$ cat config.mk
export PLATFORM = sky130hd
export DESIGN_NAME = multicycle_ctrl
export DESIGN_NICKNAME = d
export VERILOG_FILES = /design/src/rtl/multicycle_ctrl_pkg.sv /design/src/rtl/multicycle_ctrl_opcode_classify.sv /design/src/rtl/multicycle_ctrl.sv
export SDC_FILE = /design/constraint.sdc
export NUM_CORES = 1
export LEC_CHECK = 0
export CAP_MARGIN = 20
export CELL_PAD_IN_SITES_DETAIL_PLACEMENT = 0
export CELL_PAD_IN_SITES_GLOBAL_PLACEMENT = 1
export CORE_MARGIN = 2
export CORE_UTILIZATION = 37
export DETAILED_ROUTE_END_ITERATION = 7
export PLACE_DENSITY_LB_ADDON = 0.3
export REMOVE_ABC_BUFFERS = 1
export SLEW_MARGIN = 20
export SYNTH_ARGS = -nofsm -noshare
export SYNTH_HDL_FRONTEND = slang
export SYNTH_HIERARCHICAL = 1
export SYNTH_SLANG_ARGS = --single-unit
$ cat constraint.sdc
create_clock -name clk -period 2.2 [get_ports clk]
set_input_delay 0.33 -clock clk [delete_from_list [all_inputs] [get_ports clk]]
set_output_delay 0.33 -clock clk [all_outputs]
set_load 0.005 [all_outputs]
$ cat src/rtl/multicycle_ctrl_pkg.sv
// Shared encodings for the multi-cycle RV32I control path:
// states, opcodes, instruction classes and datapath selector codes.
package multicycle_ctrl_pkg;

    typedef enum logic [2:0] {
        S_FETCH  = 3'd0,
        S_DECODE = 3'd1,
        S_EXEC   = 3'd2,
        S_MEM    = 3'd3,
        S_WB     = 3'd4,
        S_HALT   = 3'd5
    } state_t;

    typedef enum logic [3:0] {
        C_ILL,
        C_OP,
        C_OPIMM,
        C_LOAD,
        C_STORE,
        C_BRANCH,
        C_JAL,
        C_JALR,
        C_LUI,
        C_AUIPC
    } cls_t;

    typedef enum logic [2:0] {
        RTYPE = 3'd0,
        ITYPE = 3'd1,
        STYPE = 3'd2,
        BTYPE = 3'd3,
        UTYPE = 3'd4,
        JTYPE = 3'd5
    } imm_t;

    localparam logic [6:0] OPC_OP     = 7'b0110011;
    localparam logic [6:0] OPC_OP_IMM = 7'b0010011;
    localparam logic [6:0] OPC_LOAD   = 7'b0000011;
    localparam logic [6:0] OPC_STORE  = 7'b0100011;
    localparam logic [6:0] OPC_BRANCH = 7'b1100011;
    localparam logic [6:0] OPC_JAL    = 7'b1101111;
    localparam logic [6:0] OPC_JALR   = 7'b1100111;
    localparam logic [6:0] OPC_LUI    = 7'b0110111;
    localparam logic [6:0] OPC_AUIPC  = 7'b0010111;

    typedef enum logic [1:0] {PC_PLUS4 = 2'd0, PC_ALU = 2'd1} pc_sel_t;
    typedef enum logic [1:0] {A_RS1 = 2'd0, A_PC = 2'd1, A_ZERO = 2'd2} src_a_t;
    typedef enum logic [1:0] {B_RS2 = 2'd0, B_IMM = 2'd1, B_FOUR = 2'd2} src_b_t;
    typedef enum logic [1:0] {WB_ALU = 2'd0, WB_MEM = 2'd1, WB_PC4 = 2'd2} wb_sel_t;

    localparam logic ADDR_PC  = 1'b0;
    localparam logic ADDR_ALU = 1'b1;

endpackage

$ cat src/rtl/multicycle_ctrl_opcode_classify.sv
// Combinational opcode decoder: instruction class, immediate
// format and legality for the control FSM.
module opcode_classify
    import multicycle_ctrl_pkg::*;
(
    input  logic [6:0] opcode,
    output cls_t       cls,
    output imm_t       imm,
    output logic       legal
);

    always_comb begin
        cls   = C_ILL;
        imm   = RTYPE;
        legal = 1'b1;
        case (opcode)
            OPC_OP: begin
                cls = C_OP;
                imm = RTYPE;
            end
            OPC_OP_IMM: begin
                cls = C_OPIMM;
                imm = ITYPE;
            end
            OPC_LOAD: begin
                cls = C_LOAD;
                imm = ITYPE;
            end
            OPC_JALR: begin
                cls = C_JALR;
                imm = ITYPE;
            end
            OPC_STORE: begin
                cls = C_STORE;
                imm = STYPE;
            end
            OPC_BRANCH: begin
                cls = C_BRANCH;
                imm = BTYPE;
            end
            OPC_LUI: begin
                cls = C_LUI;
                imm = UTYPE;
            end
            OPC_AUIPC: begin
                cls = C_AUIPC;
                imm = UTYPE;
            end
            OPC_JAL: begin
                cls = C_JAL;
                imm = JTYPE;
            end
            default: legal = 1'b0;
        endcase
    end

endmodule

$ cat src/rtl/multicycle_ctrl.sv
// Main control FSM of the multi-cycle RV32I core: FETCH/DECODE/EXEC/
// MEM/WB sequencing, unified memory handshake, timeout and illegal traps.
module multicycle_ctrl
    import multicycle_ctrl_pkg::*;
#(
    parameter int MEM_TIMEOUT = 255,
    parameter int TO_W        = 8
) (
    input  logic       clk,
    input  logic       rst,
    input  logic [6:0] opcode,
    input  logic [2:0] funct3,
    input  logic       br_taken,
    input  logic       mem_ready,
    output logic [2:0] imm_type,
    output logic       pc_write,
    output logic [1:0] pc_sel,
    output logic       ir_write,
    output logic [1:0] alu_src_a,
    output logic [1:0] alu_src_b,
    output logic       mem_req,
    output logic       mem_we,
    output logic       mem_addr_sel,
    output logic       reg_write,
    output logic [1:0] wb_sel,
    output logic       trap,
    output logic [2:0] state_o
);

    localparam bit TO_EN = (MEM_TIMEOUT > 0);
    localparam logic [TO_W-1:0] TO_LIM =
        TO_W'(TO_EN ? MEM_TIMEOUT - 1 : 0);

    state_t          state;
    state_t          nxt;
    cls_t            cls_q;
    cls_t            cls_d;
    imm_t            imm_q;
    imm_t            imm_d;
    logic            legal;
    logic [TO_W-1:0] cnt;
    logic            waiting;
    logic            to_hit;
    logic            trap_q;
    logic            unused;

    // Branch compare is done in the datapath; funct3 is not needed here.
    assign unused = ^funct3;

    opcode_classify u_cls (
        .opcode (opcode),
        .cls    (cls_d),
        .imm    (imm_d),
        .legal  (legal)
    );

    assign waiting = (state == S_FETCH || state == S_MEM) && !mem_ready;
    assign to_hit  = TO_EN && waiting && (cnt == TO_LIM);

    always_ff @(posedge clk or posedge rst) begin
        if (rst) begin
            state  <= S_FETCH;
            cnt    <= '0;
            cls_q  <= C_ILL;
            imm_q  <= RTYPE;
            trap_q <= 1'b0;
        end else begin
            state <= nxt;
            if (nxt != state)
                cnt <= '0;
            else if (waiting)
                cnt <= cnt + TO_W'(1);
            // IR is stable only from DECODE onwards
            if (state == S_DECODE) begin
                cls_q <= cls_d;
                imm_q <= imm_d;
            end
            if (nxt == S_HALT && state != S_HALT)
                trap_q <= 1'b1;
        end
    end

    always_comb begin
        nxt          = state;
        pc_write     = 1'b0;
        pc_sel       = PC_PLUS4;
        ir_write     = 1'b0;
        alu_src_a    = A_RS1;
        alu_src_b    = B_RS2;
        mem_req      = 1'b0;
        mem_we       = 1'b0;
        mem_addr_sel = ADDR_PC;
        reg_write    = 1'b0;
        wb_sel       = WB_ALU;
        // Nothing is requested while reset is held, even though state reads FETCH
        if (!rst) begin
            unique case (state)
                S_FETCH: begin
                    mem_req = 1'b1;
                    if (mem_ready) begin
                        ir_write = 1'b1;
                        pc_write = 1'b1;
                        pc_sel   = PC_PLUS4;
                        nxt      = S_DECODE;
                    end else if (to_hit) begin
                        nxt = S_HALT;
                    end
                end
                S_DECODE: begin
                    nxt = legal ? S_EXEC : S_HALT;
                end
                S_EXEC: begin
                    unique case (cls_q)
                        C_OP: begin
                            alu_src_a = A_RS1;
                            alu_src_b = B_RS2;
                        end
                        C_OPIMM, C_LOAD, C_STORE, C_JALR: begin
                            alu_src_a = A_RS1;
                            alu_src_b = B_IMM;
                        end
                        C_AUIPC, C_JAL, C_BRANCH: begin
                            alu_src_a = A_PC;
                            alu_src_b = B_IMM;
                        end
                        C_LUI: begin
                            alu_src_a = A_ZERO;
                            alu_src_b = B_IMM;
                        end
                        default: ;
                    endcase
                    if (cls_q == C_BRANCH) begin
                        pc_write = br_taken;
                        pc_sel   = PC_ALU;
                        nxt      = S_FETCH;
                    end else if (cls_q == C_LOAD || cls_q == C_STORE) begin
                        nxt = S_MEM;
                    end else begin
                        nxt = S_WB;
                    end
                end
                S_MEM: begin
                    mem_req      = 1'b1;
                    mem_addr_sel = ADDR_ALU;
                    mem_we       = (cls_q == C_STORE);
                    if (mem_ready)
                        nxt = (cls_q == C_STORE) ? S_FETCH : S_WB;
                    else if (to_hit)
                        nxt = S_HALT;
                end
                S_WB: begin
                    reg_write = 1'b1;
                    if (cls_q == C_LOAD)
                        wb_sel = WB_MEM;
                    else if (cls_q == C_JAL || cls_q == C_JALR)
                        wb_sel = WB_PC4;
                    // Jump target sits in ALU-out since EXEC
                    if (cls_q == C_JAL || cls_q == C_JALR) begin
                        pc_write = 1'b1;
                        pc_sel   = PC_ALU;
                    end
                    nxt = S_FETCH;
                end
                S_HALT: nxt = S_HALT;
                default: nxt = S_FETCH;
            endcase
        end
    end

    assign imm_type = imm_q;
    assign trap     = trap_q;
    assign state_o  = state;

endmodule
==> impl_results.html <==
<table>
<tr><th>Metric</th><th>Value</th></tr>
<tr><th colspan="2">Worst setup path</th></tr>
<tr><td>CP max-delay cell</td><td>or4b_4</td></tr>
<tr><td>Critical Path AT</td><td>2.36 ns</td></tr>
<tr><td>Critical path class</td><td>register to register</td></tr>
<tr><td>Cell type group with the largest total delay on the critical path</td><td>compound AO/OA/AOI/OAI gates</td></tr>
<tr><td>Critical Path Start Type</td><td>register</td></tr>
<tr><td>List of cells traversed by the critical path</td><td>buf_6 -&gt; or4b_4 -&gt; buf_6 -&gt; o2bb2ai_4 -&gt; o41ai_4 -&gt; o211ai_4 -&gt; a211oi_2</td></tr>
<tr><td>Buf/Inv on CP</td><td>2</td></tr>
<tr><td>Most frequent cell on the critical path</td><td>buf_6</td></tr>
<tr><td>CP required</td><td>2.38 ns</td></tr>
<tr><td>Element type at the critical path end</td><td>register</td></tr>
<tr><td>Worst-path maximum fanout</td><td>8</td></tr>
<tr><td>Largest stage delay on the critical path</td><td>0.50 ns</td></tr>
<tr><th colspan="2">CTS</th></tr>
<tr><td>TritonCTS Buffers</td><td>3</td></tr>
<tr><td>Clock tree from TritonCTS</td><td>yes</td></tr>
<tr><td>Depth of the CTS H-tree</td><td>1</td></tr>
<tr><td>Clock root buffer</td><td>clkbuf_8</td></tr>
<tr><td>Post-CTS clock slew at the launch and capture registers of the worst setup and hold paths</td><td>0.08 ns</td></tr>
<tr><td>Bufs on Longest Clock Path</td><td>2</td></tr>
<tr><td>Number of sinks driven by the clock tree</td><td>19</td></tr>
<tr><td>Clock network latency to the later pin of the worst-skew pair</td><td>0.26 ns</td></tr>
<tr><td>Count of hold-fix buffers inserted at cts</td><td>0</td></tr>
<tr><th colspan="2">Global routing</th></tr>
<tr><td>Gr ovfl total</td><td>0</td></tr>
<tr><td>Global-route usage over all layers</td><td>0.1936</td></tr>
<tr><td>Number of global-route vias before repair</td><td>1517</td></tr>
<tr><td>Largest net degree at the start of global routing</td><td>23</td></tr>
<tr><td>Wire length of the first global-routing pass</td><td>6796 um</td></tr>
<tr><td>Number of antenna violations at the first check in global routing</td><td>0</td></tr>
<tr><th colspan="2">Routing</th></tr>
<tr><td>Final routed wire length divided by cell count</td><td>14.65 um</td></tr>
<tr><td>Detailed-route via count</td><td>1565</td></tr>
<tr><td>Overall routed net length</td><td>4306 um</td></tr>
<tr><td>Ratio of routed vias to standard cells</td><td>5.323</td></tr>
<tr><td>Count of antenna-violating nets left after detailed routing</td><td>0</td></tr>
<tr><td>Total iterations of the first detailed-routing run</td><td>4</td></tr>
<tr><td>Residual DRC count</td><td>0</td></tr>
<tr><td>First DRT Iteration DRCs</td><td>74</td></tr>
<tr><th colspan="2">Final layout</th></tr>
<tr><td>Number of antenna cells inserted</td><td>0</td></tr>
<tr><td>Finished Cell Area</td><td>2385 um^2</td></tr>
<tr><td>Area grow syn2layout</td><td>59.63%</td></tr>
<tr><td>Leading cell types in the layout, fill and taps excluded</td><td>42 x buf_4, 20 x nor2_1, 15 x dfrtp_1</td></tr>
<tr><td>Post-layout nets</td><td>261</td></tr>
<tr><td>Fraction of layout cells with a size suffix above 1</td><td>0.3648</td></tr>
<tr><td>Most common cell after layout, fill and taps aside</td><td>buf_4</td></tr>
<tr><th colspan="2">Logic synthesis</th></tr>
<tr><td>Proportion of netlist area held by the largest area contributor</td><td>0.3183</td></tr>
<tr><td>Post-Syn Area</td><td>1494 um^2</td></tr>
<tr><td>Sequential share of the synthesized area</td><td>0.3183</td></tr>
<tr><td>Predominant post-synthesis flop cell</td><td>dfrtp_1</td></tr>
<tr><td>Post-synth top area cell</td><td>dfrtp_1</td></tr>
<tr><td>Adder-Cell Fraction of Synth Area</td><td>0.01675</td></tr>
<tr><td>Flip-flop and latch count after synthesis</td><td>19</td></tr>
<tr><td>Cell types occupying the most area after synthesis</td><td>dfrtp_1 32%, mux2_2 5.3%, nor2_1 5.3%, xor2_1 4.7%, a21oi_1 3.4%</td></tr>
<tr><td>Xor and xnor area share after synthesis</td><td>0.05276</td></tr>
<tr><td>Library cells used by synthesis</td><td>50</td></tr>
<tr><td>Mux share of post-synthesis cell area</td><td>0.05276</td></tr>
<tr><td>Dominant combinational cell family by area after synthesis</td><td>simple AND/OR/NAND/NOR gates</td></tr>
<tr><td>Number of instances in the synthesized netlist</td><td>171</td></tr>
<tr><td>Share of flip-flops with an asynchronous set or reset</td><td>1.000</td></tr>
<tr><td>Average cell area after synthesis</td><td>8.736 um^2</td></tr>
<tr><td>Complex-gate fraction of the synthesized area</td><td>0.1901</td></tr>
<tr><td>Simple logic cell fraction of the synthesized area</td><td>0.3149</td></tr>
<tr><td>Number of synthesized flops with an enable pin</td><td>0</td></tr>
<tr><td>Syn. warnings</td><td>6</td></tr>
<tr><th colspan="2">STA</th></tr>
<tr><td>Shortest clock period the worst path allows after layout</td><td>2.181 ns</td></tr>
<tr><td>Fin. Hold Viols</td><td>0</td></tr>
<tr><td>Max frequency</td><td>0.4585 GHz</td></tr>
<tr><td>Final Max Slew Viols</td><td>0</td></tr>
<tr><td>Unrepaired setup endpoints after global routing</td><td>yes</td></tr>
<tr><td>Total negative slack</td><td>0 ns</td></tr>
<tr><td>Final worst setup slack</td><td>0.01896 ns</td></tr>
<tr><td>Period utilisation layout</td><td>0.9914</td></tr>
<tr><td>Worst Clk Skew</td><td>0.002897 ns</td></tr>
<tr><td>Setup Viol. Count Final</td><td>0</td></tr>
<tr><th colspan="2">Place</th></tr>
<tr><td>Setup slack after placement</td><td>-0.4908 ns</td></tr>
<tr><td>Final weighted congestion in routability-driven placement</td><td>0.9685</td></tr>
<tr><td>Final HPWL from detailed placement</td><td>3045 um</td></tr>
<tr><td>Number of input and output port buffers inserted</td><td>29</td></tr>
<tr><td>Placed instance area</td><td>2076 um^2</td></tr>
<tr><th colspan="2">Power and ir drop</th></tr>
<tr><td>Maximum VDD drop</td><td>0.4038 mV</td></tr>
<tr><td>Pwr dens</td><td>695.1 nW/um^2</td></tr>
<tr><td>Design Power</td><td>0.001658 W</td></tr>
<tr><td>LEAKAGE</td><td>1.158 nW</td></tr>
<tr><th colspan="2">Flow run</th></tr>
<tr><td>Number of max-cap violations</td><td>0</td></tr>
<tr><th colspan="2">Floorplanning</th></tr>
<tr><td>Floorplan Core Area</td><td>3943 um^2</td></tr>
<tr><td>Width of the die</td><td>67.54 um</td></tr>
<tr><td>Height of the chip</td><td>67.54 um</td></tr>
<tr><td>Starting density of the core</td><td>0.3789</td></tr>
<tr><td>Row count</td><td>23</td></tr>
<tr><td>Die Area</td><td>4562 um^2</td></tr>
<tr><td>Number of I/O pins</td><td>35</td></tr>
<tr><th colspan="2">Status</th></tr>
<tr><td>Status</td><td>finished clean</td></tr>
<tr><th colspan="2">Worst hold path</th></tr>
<tr><td>Type of the worst min-delay path</td><td>input port to asynchronous set/reset pin</td></tr>
</table>
-- path summary, 6_finish.rpt --
kind                                      start                   end  slack (ns)  cells past startpoint
max in group asynchronous                   rst  cls_q[3]$_DFFE_PP0N_        1.50                      4
min reg2reg                    trap$_DFFE_PP0P_      trap$_DFFE_PP0P_        0.49                      1
max                        cls_q[3]$_DFFE_PP0N_    cnt[1]$_DFFE_PP0P_        0.02                      7
min                                         rst  state_o[1]$_DFF_PP0_        0.46                      4
max reg2reg                cls_q[3]$_DFFE_PP0N_    cnt[1]$_DFFE_PP0P_        0.02                      7
min in group clk               trap$_DFFE_PP0P_      trap$_DFFE_PP0P_        0.49                      1
-- layer usage --
| metal | GRT usage | share of wire | up-vias |
|---|---|---|---|
| met5 | 0 | 0 | - |
| met4 | 0.05612 | 0.011 | 0 |
| li1 | - | - | 760 |
| met3 | 0.02000 | 0.036 | 4 |
| met2 | 0.3346 | 0.52 | 40 |
| met1 | 0.2541 | 0.43 | 761 |
-- Yosys cell counts, types with 2 or more instances --
master and n:
a2111oi_0 2, a211oi_2 2, a21o_1 2, a21oi_1 10, a31oi_1 2, and3_1 4
and4b_1 3, buf_2 2, buf_4 3, clkbuf_1 3, dfrtp_1 19, ha_1 2
inv_1 6, mux2_2 7, nand2_1 12, nand2b_1 7, nand3_1 5, nand4_1 3
nor2_1 21, nor2b_1 6, nor3_1 5, nor3b_1 2, nor4_1 4, o211a_1 2
o21ai_0 4, or3_1 2, xor2_1 8
-- flip-flops by register name, indices dropped and copies added, names as in the netlist --
signal,flops
cls_q,4
cnt,8
imm_type,3
trap,1
state_o,3
-- stage by stage --
stage               instances  hold slack, ns  utilization
floorplan                 163          0.3151            -
global placement          276          0.4505       0.5265
detailed placement        276          0.4752       0.5265
CTS                       285          0.4497       0.5630
global route              294          0.4960       0.6049
finish                    294          0.4593       0.6049
-- worst register-to-register path, stage by stage, from the launching register on --
cell and delay [ns]:
dfrtp_2 0.42, buf_6 0.13, or4b_4 0.51, buf_6 0.15
o2bb2ai_4 0.14, o41ai_4 0.42, o211ai_4 0.19, a211oi_2 0.16
-- cell families (layout without fill, tap and decap cells) --
kind of cell             Yosys count  after routing
other                              1              2
flip-flops                        19             19
AO/OA/AOI/OAI                     34             34
adder cells (fa/ha/maj)            2              2
AND/OR/NAND/NOR                   84             84
multiplexers                       7              7
buffers and inverters             15             87
XOR/XNOR                           9              9
-- repair_timing --
| item | 4_1_cts | 5_1_grt |
|---|---|---|
| endpoints found under the setup margin | 19 | 17 |
| gates resized for setup | 22 | 24 |
| pin swaps | 3 | 11 |
| setup buffers | 5 | 9 |
-- report_power, final --
part           switching [W]  total (W)  internal [W]
Combinational       0.000434   0.000929      0.000495
Clock               0.000129   0.000256      0.000128
Sequential         0.0000716   0.000472      0.000400
Total               0.000635    0.00166       0.00102
-- layout make-up --
type / instances / area, um^2
clock buffer: 3 / 41.29
timing repair buffer: 77 / 713.2
sequential: 19 / 480.5
fill: 320 / 1558
inverter: 6 / 25.02
multi-input combinational: 138 / 1055
tap: 50 / 62.56
clock inverter: 1 / 7.507
No activity file was read; power rests on OpenSTA's default activity.
